===== src/rtl/ad7606_control_top_if.sv =====
// ad7606_control_top_if
//   Pin-level bundle between the AD7606 parallel-mode controller and
//   its ADC pins and downstream sample consumer.
//   data_in[15:0] : ADC parallel data bus DB[15:0]
//   busy          : ADC BUSY
//   clk_adc       : ADC RD strobe, active low
//   conv          : ADC CONVST, active low
//   valid         : 1-cycle result strobe
//   result[31:0]  : {first word, second word}
//   master = controller side, slave = ADC/consumer side.
interface ad7606_control_top_if;
   logic [15:0] data_in;
   logic        busy;
   logic        clk_adc;
   logic        conv;
   logic        valid;
   logic [31:0] result;

   modport master (
      input  data_in, busy,
      output clk_adc, conv, valid, result
   );

   modport slave (
      output data_in, busy,
      input  clk_adc, conv, valid, result
   );
endinterface


===== src/rtl/ad7606_control_top.sv =====
// ad7606_control_top
//   Parallel-mode controller for an AD7606-class ADC. Periodically pulses
//   CONVST, waits for the conversion to finish, issues two RD strobes and
//   packs both 16-bit words into one 32-bit result with a 1-cycle valid.
//   Ports:
//     clk    : system clock, rising edge
//     rst_n  : synchronous reset, active high (name kept from the codebase)
//     bus    : ad7606_control_top_if.master (data_in, busy, clk_adc, conv,
//              valid, result)
//   Optional feature macro: AD_BUSY_WAIT_EN
//     defined   : wait on BUSY (2-flop synchronised) high then low, with a
//                 BUSY_TIMEOUT cycle fallback
//     undefined : busy ignored, fixed T_CONV cycle wait
module ad7606_control_top #(
   parameter int unsigned SAMPLE_PERIOD = 2500,
   parameter int unsigned CONV_LOW      = 4,
   parameter int unsigned T_CONV        = 60,
   parameter int unsigned BUSY_TIMEOUT  = 255,
   parameter int unsigned RD_LOW        = 2,
   parameter int unsigned RD_HIGH       = 2
) (
   input logic                  clk,
   input logic                  rst_n,
   ad7606_control_top_if.master bus
);

   localparam int unsigned PW = (SAMPLE_PERIOD > 1) ? $clog2(SAMPLE_PERIOD) : 1;
   localparam int unsigned TW = 16;

   typedef enum logic [2:0] {
      IDLE, CONV, WAIT, RD0_L, RD0_H, RD1_L, DONE
   } state_t;

   state_t         state, nxt;
   logic [PW-1:0]  period_cnt;
   logic [TW-1:0]  timer;
   logic [15:0]    word0;
   logic           wait_done;
   logic           conv_q, clk_adc_q, valid_q;
   logic [31:0]    result_q;
   logic           conv_d, clk_adc_d, valid_d;

   // Free-running period counter; a start is only taken when it reads 0
   // while the FSM is idle, so wraps seen mid-sequence are skipped.
   always_ff @(posedge clk) begin
      if (rst_n)
         period_cnt <= '0;
      else if (period_cnt == PW'(SAMPLE_PERIOD - 1))
         period_cnt <= '0;
      else
         period_cnt <= period_cnt + 1'b1;
   end

`ifdef AD_BUSY_WAIT_EN
   logic busy_m, busy_s, busy_seen;

   always_ff @(posedge clk) begin
      if (rst_n) begin
         busy_m    <= 1'b0;
         busy_s    <= 1'b0;
         busy_seen <= 1'b0;
      end else begin
         busy_m <= bus.busy;
         busy_s <= busy_m;
         if (state != WAIT)
            busy_seen <= 1'b0;
         else if (busy_s)
            busy_seen <= 1'b1;
      end
   end

   assign wait_done = (busy_seen && !busy_s) || (timer == TW'(BUSY_TIMEOUT - 1));
`else
   logic unused_busy;
   assign unused_busy = bus.busy;
   assign wait_done   = (timer == TW'(T_CONV - 1));
`endif

   always_comb begin
      nxt = state;
      case (state)
         IDLE:    if (period_cnt == '0)               nxt = CONV;
         CONV:    if (timer == TW'(CONV_LOW - 1))     nxt = WAIT;
         WAIT:    if (wait_done)                      nxt = RD0_L;
         RD0_L:   if (timer == TW'(RD_LOW - 1))       nxt = RD0_H;
         RD0_H:   if (timer == TW'(RD_HIGH - 1))      nxt = RD1_L;
         RD1_L:   if (timer == TW'(RD_LOW - 1))       nxt = DONE;
         DONE:                                        nxt = IDLE;
         default:                                     nxt = IDLE;
      endcase
      // Pin levels are decoded from the next state and registered, so each
      // pin follows its state exactly with no input-to-output comb path.
      conv_d    = (nxt != CONV);
      clk_adc_d = !((nxt == RD0_L) || (nxt == RD1_L));
      valid_d   = (nxt == DONE);
   end

   always_ff @(posedge clk) begin
      if (rst_n) begin
         state     <= IDLE;
         timer     <= '0;
         word0     <= '0;
         conv_q    <= 1'b1;
         clk_adc_q <= 1'b1;
         valid_q   <= 1'b0;
         result_q  <= '0;
      end else begin
         state     <= nxt;
         timer     <= (nxt != state) ? '0 : timer + 1'b1;
         conv_q    <= conv_d;
         clk_adc_q <= clk_adc_d;
         valid_q   <= valid_d;
         if (state == RD0_L && nxt == RD0_H)
            word0 <= bus.data_in;
         // Second word is sampled on the last RD1_L cycle straight into result.
         if (state == RD1_L && nxt == DONE)
            result_q <= {word0, bus.data_in};
      end
   end

   assign bus.conv    = conv_q;
   assign bus.clk_adc = clk_adc_q;
   assign bus.valid   = valid_q;
   assign bus.result  = result_q;

endmodule


===== src/flat_wrapper.sv =====
// flat-port wrapper written by rule: the top's interface ports become plain ports
module ad7606_control_top_flat 
#(
   parameter int unsigned SAMPLE_PERIOD = 2500,
   parameter int unsigned CONV_LOW      = 4,
   parameter int unsigned T_CONV        = 60,
   parameter int unsigned BUSY_TIMEOUT  = 255,
   parameter int unsigned RD_LOW        = 2,
   parameter int unsigned RD_HIGH       = 2
)
  (clk, rst_n, bus_data_in, bus_busy, bus_clk_adc, bus_conv, bus_valid, bus_result);
  ad7606_control_top_if bus_i ();
  input logic clk;
  input logic rst_n;
  input wire logic [$bits(bus_i.data_in)-1:0] bus_data_in;
  input wire logic [$bits(bus_i.busy)-1:0] bus_busy;
  output wire logic [$bits(bus_i.clk_adc)-1:0] bus_clk_adc;
  output wire logic [$bits(bus_i.conv)-1:0] bus_conv;
  output wire logic [$bits(bus_i.valid)-1:0] bus_valid;
  output wire logic [$bits(bus_i.result)-1:0] bus_result;
  assign bus_i.data_in = bus_data_in;
  assign bus_i.busy = bus_busy;
  assign bus_clk_adc = bus_i.clk_adc;
  assign bus_conv = bus_i.conv;
  assign bus_valid = bus_i.valid;
  assign bus_result = bus_i.result;
  ad7606_control_top #(.SAMPLE_PERIOD(SAMPLE_PERIOD), .CONV_LOW(CONV_LOW), .T_CONV(T_CONV), .BUSY_TIMEOUT(BUSY_TIMEOUT), .RD_LOW(RD_LOW), .RD_HIGH(RD_HIGH)) u_core (.clk(clk), .rst_n(rst_n), .bus(bus_i));
endmodule

===== config.mk =====
export PLATFORM = sky130hd
export DESIGN_NAME = ad7606_control_top_flat
export DESIGN_NICKNAME = d
export VERILOG_FILES = /design/src/rtl/ad7606_control_top_if.sv /design/src/rtl/ad7606_control_top.sv /design/src/flat_wrapper.sv
export SDC_FILE = /design/constraint.sdc
export NUM_CORES = 1
export LEC_CHECK = 0
export BUFFER_PORTS_ARGS = -buffer_cell sky130_fd_sc_hd__buf_4
export CAP_MARGIN = 0
export CORE_MARGIN = 10
export CORE_UTILIZATION = 45
export CTS_CLUSTER_DIAMETER = 40
export DETAILED_ROUTE_END_ITERATION = 16
export PLACE_DENSITY = 0.68
export SETUP_SLACK_MARGIN = 0.1
export SLEW_MARGIN = 10
export SYNTH_ARGS = -nofsm -noshare
export SYNTH_HDL_FRONTEND = slang
export SYNTH_SLANG_ARGS = --single-unit

===== constraint.sdc =====
create_clock -name clk -period 5 [get_ports clk]
set_input_delay 0.5 -clock clk [delete_from_list [all_inputs] [get_ports clk]]
set_output_delay 0.5 -clock clk [all_outputs]
set_load 0.05 [all_outputs]

Yosys cells after proc, flatten, opt, wreduce, memory -nomap -nowiden:

Index checks and enable logic that the tools add are counted.

* flip-flop bits (word level): 82
* bits in latches: 0
* bits in writable memories: 0
* memory bits (read-only): 0
* bits of input ports: 19
* output and inout bits: 35
* word-level logic and storage cells: 40
* memories: 0

* $add $sub $neg: 2
* multipliers: 0
* div/mod/pow operators: 0
* order comparisons: 0
* equality and inequality tests: 15
* shift-type cells: 0
* multiplexer cells: 7
* bitwise gates (word level): 0
* reductions and logical operators: 8

Operators with widths (number)
* $mux W3: 6
* $pmux W3 S6: 1
* $add A16 B1 Y16 const B: 1
* $eq A16 B1 Y1 const B: 1
* $eq A16 B2 Y1 const B: 1
* $eq A16 B6 Y1 const B: 1
* $eq A3 B3 Y1 const B: 5
* $add A12 B1 Y12 const B: 1
* $eq A12 B12 Y1 const B: 1
* $logic_not A12 Y1: 1
* $eq A3 B2 Y1 const B: 3
* $reduce_or A2 Y1: 2
* $eq A3 B1 Y1 const B: 1
* $logic_not A3 Y1: 1
* $ne A3 B1 Y1 const B: 1
* $ne A3 B3 Y1: 1
* $logic_and A1 B1 Y1: 2
* $logic_not A1 Y1: 1
* $logic_or A1 B1 Y1: 1

Logic depth before layout (Yosys ltp):

* depth in word-level cells: 6
* depth in mapped cells: 10
* depth with buffers taken out: 7

Worst setup path before layout:

No wires, ideal clock.

* path kind: flip-flop to flip-flop
* start: register u_core.timer[1]
* end: register u_core.timer[10]
* library setup time: 0.064 ns
* data arrival time: 1.736 ns
* required time: 4.936 ns
* path slack: 3.200 ns
* stages on the path, launching flop included: 10
* buffers on the path: 2
* clock period less this slack: 1.800 ns
* cells stage by stage: dfxtp_1 inv_1 ha_1 nor4b_2 and4_1 buf_4 o21a_1 a211o_2 buf_4 nor2_1

* longest elaborated chain between the ends: 5
* elaborated cells on any way between the ends: 12
* those cells by class: add/sub (1); eq/ne (4); mux (6); reduce/logical (1)

RTL lines
* from (decl): RTL line ad7606_control_top.sv:36 `logic [TW-1:0] timer;`
* from (signal assigned): RTL line ad7606_control_top.sv:109 `timer <= (nxt != state) ? '0 : timer + 1'b1;`
* $eq A16 B1 Y1 (tied with other cells): RTL line ad7606_control_top.sv:85, ad7606_control_top.sv:86, ad7606_control_top.sv:87
* $mux W3, on equally long branches
* $pmux W3 S6: RTL line ad7606_control_top.sv:81 `case (state)`
* $ne A3 B3 Y1: RTL line ad7606_control_top.sv:109
* $reduce_or A2 Y1 (no source line)

Several ways; a longest one is shown, not always the timed one.
A chain may end at the register's enable or synchronous reset.

Worst setup path in the final report:

* start: register u_core.timer[6]
* end: register u_core.result_q[13] (netlist: u_core.bus.result[13])

* longest elaborated chain between the ends: 5
* elaborated cells on any way between the ends: 11
* those cells by class: eq/ne (4); mux (6); reduce/logical (1)

RTL lines
* $eq A16 B1 Y1 (tied with other cells): RTL line ad7606_control_top.sv:85, ad7606_control_top.sv:86, ad7606_control_top.sv:87
* $mux W3, on equally long branches
* $pmux W3 S6 *: RTL line ad7606_control_top.sv:81
* $eq A3 B3 Y1 *: RTL line ad7606_control_top.sv:116 `if (state == RD1_L && nxt == DONE)`
* $logic_and A1 B1 Y1 *: RTL line ad7606_control_top.sv:116
* to (signal assigned): RTL line ad7606_control_top.sv:117 `result_q <= {word0, bus.data_in};`
* to (decl): RTL line ad7606_control_top.sv:40 `logic [31:0] result_q;`

Every way passes the cells marked *; elsewhere a longest branch is shown, timed or not.

==> impl_metrics.env <==
export IMPL_reg2reg_depth=5
export IMPL_hold_violations=0
export IMPL_grt_first_pass_wirelength_microns=11900
export IMPL_num_vias=2624
export IMPL_layout_cells_non_filler=528
export IMPL_boundaryPins=54
export IMPL_critPathMaxStageDelay_ns=1.00
export IMPL_crit_slowest_cell="and3_1"
export IMPL_finalMaxSlewViolations=0
export IMPL_syn_area_per_cell_sq_um=9.10
export IMPL_yosysMostFrequentCell="dfxtp_1"
export IMPL_powerDensity_nw_per_um2=317
export IMPL_synthArstFlopShare_pct=0
export IMPL_finalClockSkew_ns=0.0143
export IMPL_finalNetCount=447
export IMPL_cap_viol_max_count=0
export IMPL_crit_family="simple AND/OR/NAND/NOR gates"
export IMPL_cts_buffer_depth=2
export IMPL_placed_area_sq_um=3840
export IMPL_synthesis_nets=403
export IMPL_first_iter_violations=72
export IMPL_worstPathMaxFanout=32
export IMPL_path_cells="nor3_1 -> and4_1 -> and3_1 -> nand2_1 -> a21oi_2"
export IMPL_yosysUniqueCellTypes=37
export IMPL_cts_resized_gates=0
export IMPL_tns_ns=0
export IMPL_synth_common_cells="dfxtp_1, nand2_1, nor2_1"
export IMPL_drt_vias_per_instance=4.97
export IMPL_root_buffer="clkbuf_8"
export IMPL_cts_buffers=9
export IMPL_crit_type="flop to flop"
export IMPL_initial_core_util_pct=46.9
export IMPL_clk_pin_slew_ns=0.09
export IMPL_start_kind="flop"
export IMPL_worstMarginPinSlew_ns=1.20
export IMPL_die_height_microns=108
export IMPL_antenna_found_initial=0
export IMPL_reg2reg_from="u_core.timer[6]"
export IMPL_finalSetupViolations=0
export IMPL_worstSkewPairLatency_ns=0.36
export IMPL_synth_edf_count=0
export IMPL_fmax_ghz=0.376
export IMPL_cts_tree="built"
export IMPL_finalPower_mw=1.29
export IMPL_synth_area_leaders="dfxtp_1, nand2_1, a21oi_2, nor2_1, mux2i_1"
export IMPL_coreArea_sq_um=7370
export IMPL_synth_seq_cells=82
export IMPL_ys_flop_type="dfxtp_1"
export IMPL_irDropWorstVdd_mv=0.138
export IMPL_post_place_ws_ns=2.35
export IMPL_cts_sinks=82
export IMPL_antenna_diode_count=0
export IMPL_drt_pass1_iterations=4
export IMPL_ff2ff_setup_slack_ns=2.34
export IMPL_period_needed_ns=2.66
export IMPL_status="completed"
export IMPL_placedCellCount=512
export IMPL_hpwlAfterDp_microns=4800
export IMPL_path_depth=5
export IMPL_grt_max_degree=56
export IMPL_globalplace_congestion=0.806
export IMPL_area_growth_pct=17.8
export IMPL_whs_ns=0.388
export IMPL_fin_area_sq_um=4080
export IMPL_ys_seq_area_share_pct=47.5
export IMPL_relSlewSlack_pct=20.0
export IMPL_critical_path_arrival_ns=2.95
export IMPL_required_ns=5.29
export IMPL_ant_nets=0
export IMPL_drive_above_1_share_pct=24.7
export IMPL_rr_endpoint="u_core.bus.result[13]"
export IMPL_grt_usage_pct=12.5
export IMPL_p_leak_nw=1.52
export IMPL_fin_crit_sh_pct=53.2
export IMPL_cts_htree_levels=3
export IMPL_critical_path_startpoint="u_core.timer[6]"
export IMPL_yosys_warnings=0
export IMPL_finalCoreUtilization_pct=55.3
export IMPL_drt_total_wl_microns=6960
export IMPL_synth_area_sq_um=3460
export IMPL_port_buffers=52
export IMPL_path_buf_inv=0
export IMPL_grt_pass1_vias=2674
export IMPL_grt_overflow=0
export IMPL_hold_class="input pin to flop"
export IMPL_synthCells=380
export IMPL_die_x_microns=108
export IMPL_rsz0062_at_grt="false"
export IMPL_synth_top_area_share_pct=47.5
export IMPL_yosys_area_top_type="dfxtp_1"
export IMPL_placementRows=31
export IMPL_endpoint_kind="flop"
export IMPL_setup_slack_ns=2.34
export IMPL_die_area_sq_um=11600
export IMPL_postCtsSetupRepairBufs=0
export IMPL_cts_hold_buf=0
export IMPL_route_detailed_drc=0
export IMPL_routedWlPerCell_microns=13.2
export IMPL_worstSetupEndpoint="u_core.bus.result[13]"
state kept, by name, indices dropped and copies added (netlist names):
| signal | count |
|---|---|
| u_core.bus.result | 32 |
| u_core.state | 3 |
| u_core.word0 | 16 |
| u_core.period_cnt | 12 |
| u_core.bus.valid | 1 |
| u_core.bus.conv | 1 |
| u_core.bus.clk_adc | 1 |
| u_core.timer | 16 |
power breakdown:
| group | leakage (nW) | internal [mW] | switching (mW) |
|---|---|---|---|
| sequential | 0.662 | 0.660 | 0.00905 |
| clock | 0.117 | 0.291 | 0.255 |
| combinational | 0.741 | 0.0295 | 0.0456 |
cells in the final DEF (no fill, tap or decap), types with 2 or more instances in the layout:
master	netlist	routed
nand2_1	78	78
nor2_1	51	51
inv_6	0	3
ha_1	4	4
a21o_1	2	2
bufinv_16	0	2
dfxtp_1	82	82
and3_1	10	10
mux2i_1	16	16
xnor2_1	13	13
nor4_4	2	2
a21oi_1	5	5
nor2b_1	4	4
and2_1	3	3
nand3_1	9	9
o21a_1	2	2
o21ai_0	3	3
xor2_1	12	12
inv_1	7	7
nand4_1	5	5
buf_4	3	54
a21oi_2	30	30
and4_1	6	6
clkbuf_8	0	9
nor4_1	2	2
nor4b_1	2	2
worst min path at each step:
| stage | from | endpoint | depth (start not counted) |
|---|---|---|---|
| 2_1_floorplan | u_core.period_cnt[0] | u_core.period_cnt[0] | 1 |
| 3_3_place_gp | u_core.bus.result[1] | u_core.bus.result[1] | 2 |
| 3_5_place_dp | u_core.bus.result[10] | u_core.bus.result[10] | 2 |
| 4_1_cts | bus_data_in[6] | u_core.word0[6] | 3 |
| 5_1_grt | bus_data_in[3] | u_core.word0[3] | 3 |
| 6_report | bus_data_in[6] | u_core.word0[6] | 3 |
logic make-up after synthesis:
group / count (synthesis) / synth area share, %
AO/OA/AOI/OAI: 47 / 10.8
buffers and inverters: 28 / 5.03
multiplexers: 16 / 4.63
AND/OR/NAND/NOR: 178 / 24.3
flip-flops: 82 / 47.5
XOR/XNOR: 25 / 6.33
adder cells (fa/ha/maj): 4 / 1.45
tightest hold or removal path: stages:
cell and delay, ns:
buf_4 0.08, mux2i_1 0.06, nor2_1 0.07
area by class of cell:
| class | instances | area, sq um |
|---|---|---|
| Clock buffer | 9 | 124 |
| Clock inverter | 7 | 106 |
| Fill cell | 670 | 3290 |
| Inverter | 7 | 26.3 |
| Multi-Input combinational cell | 270 | 1650 |
| Sequential cell | 82 | 1640 |
| Tap cell | 99 | 124 |
| Timing Repair Buffer | 54 | 405 |
routing by layer:
layer / routed length (microns) / part of all wire [%] / vias to the layer above / global-route usage [%]
met4: 56 / 0.80 / 0 / 3.82
met1: 3150 / 45 / 1228 / 13.5
met5: 0 / 0 / - / 0
met2: 3290 / 47 / 44 / 21.1
li1: - / - / 1346 / -
met3: 463 / 6.7 / 6 / 5.87
No activity file was read; power rests on OpenSTA's default activity.
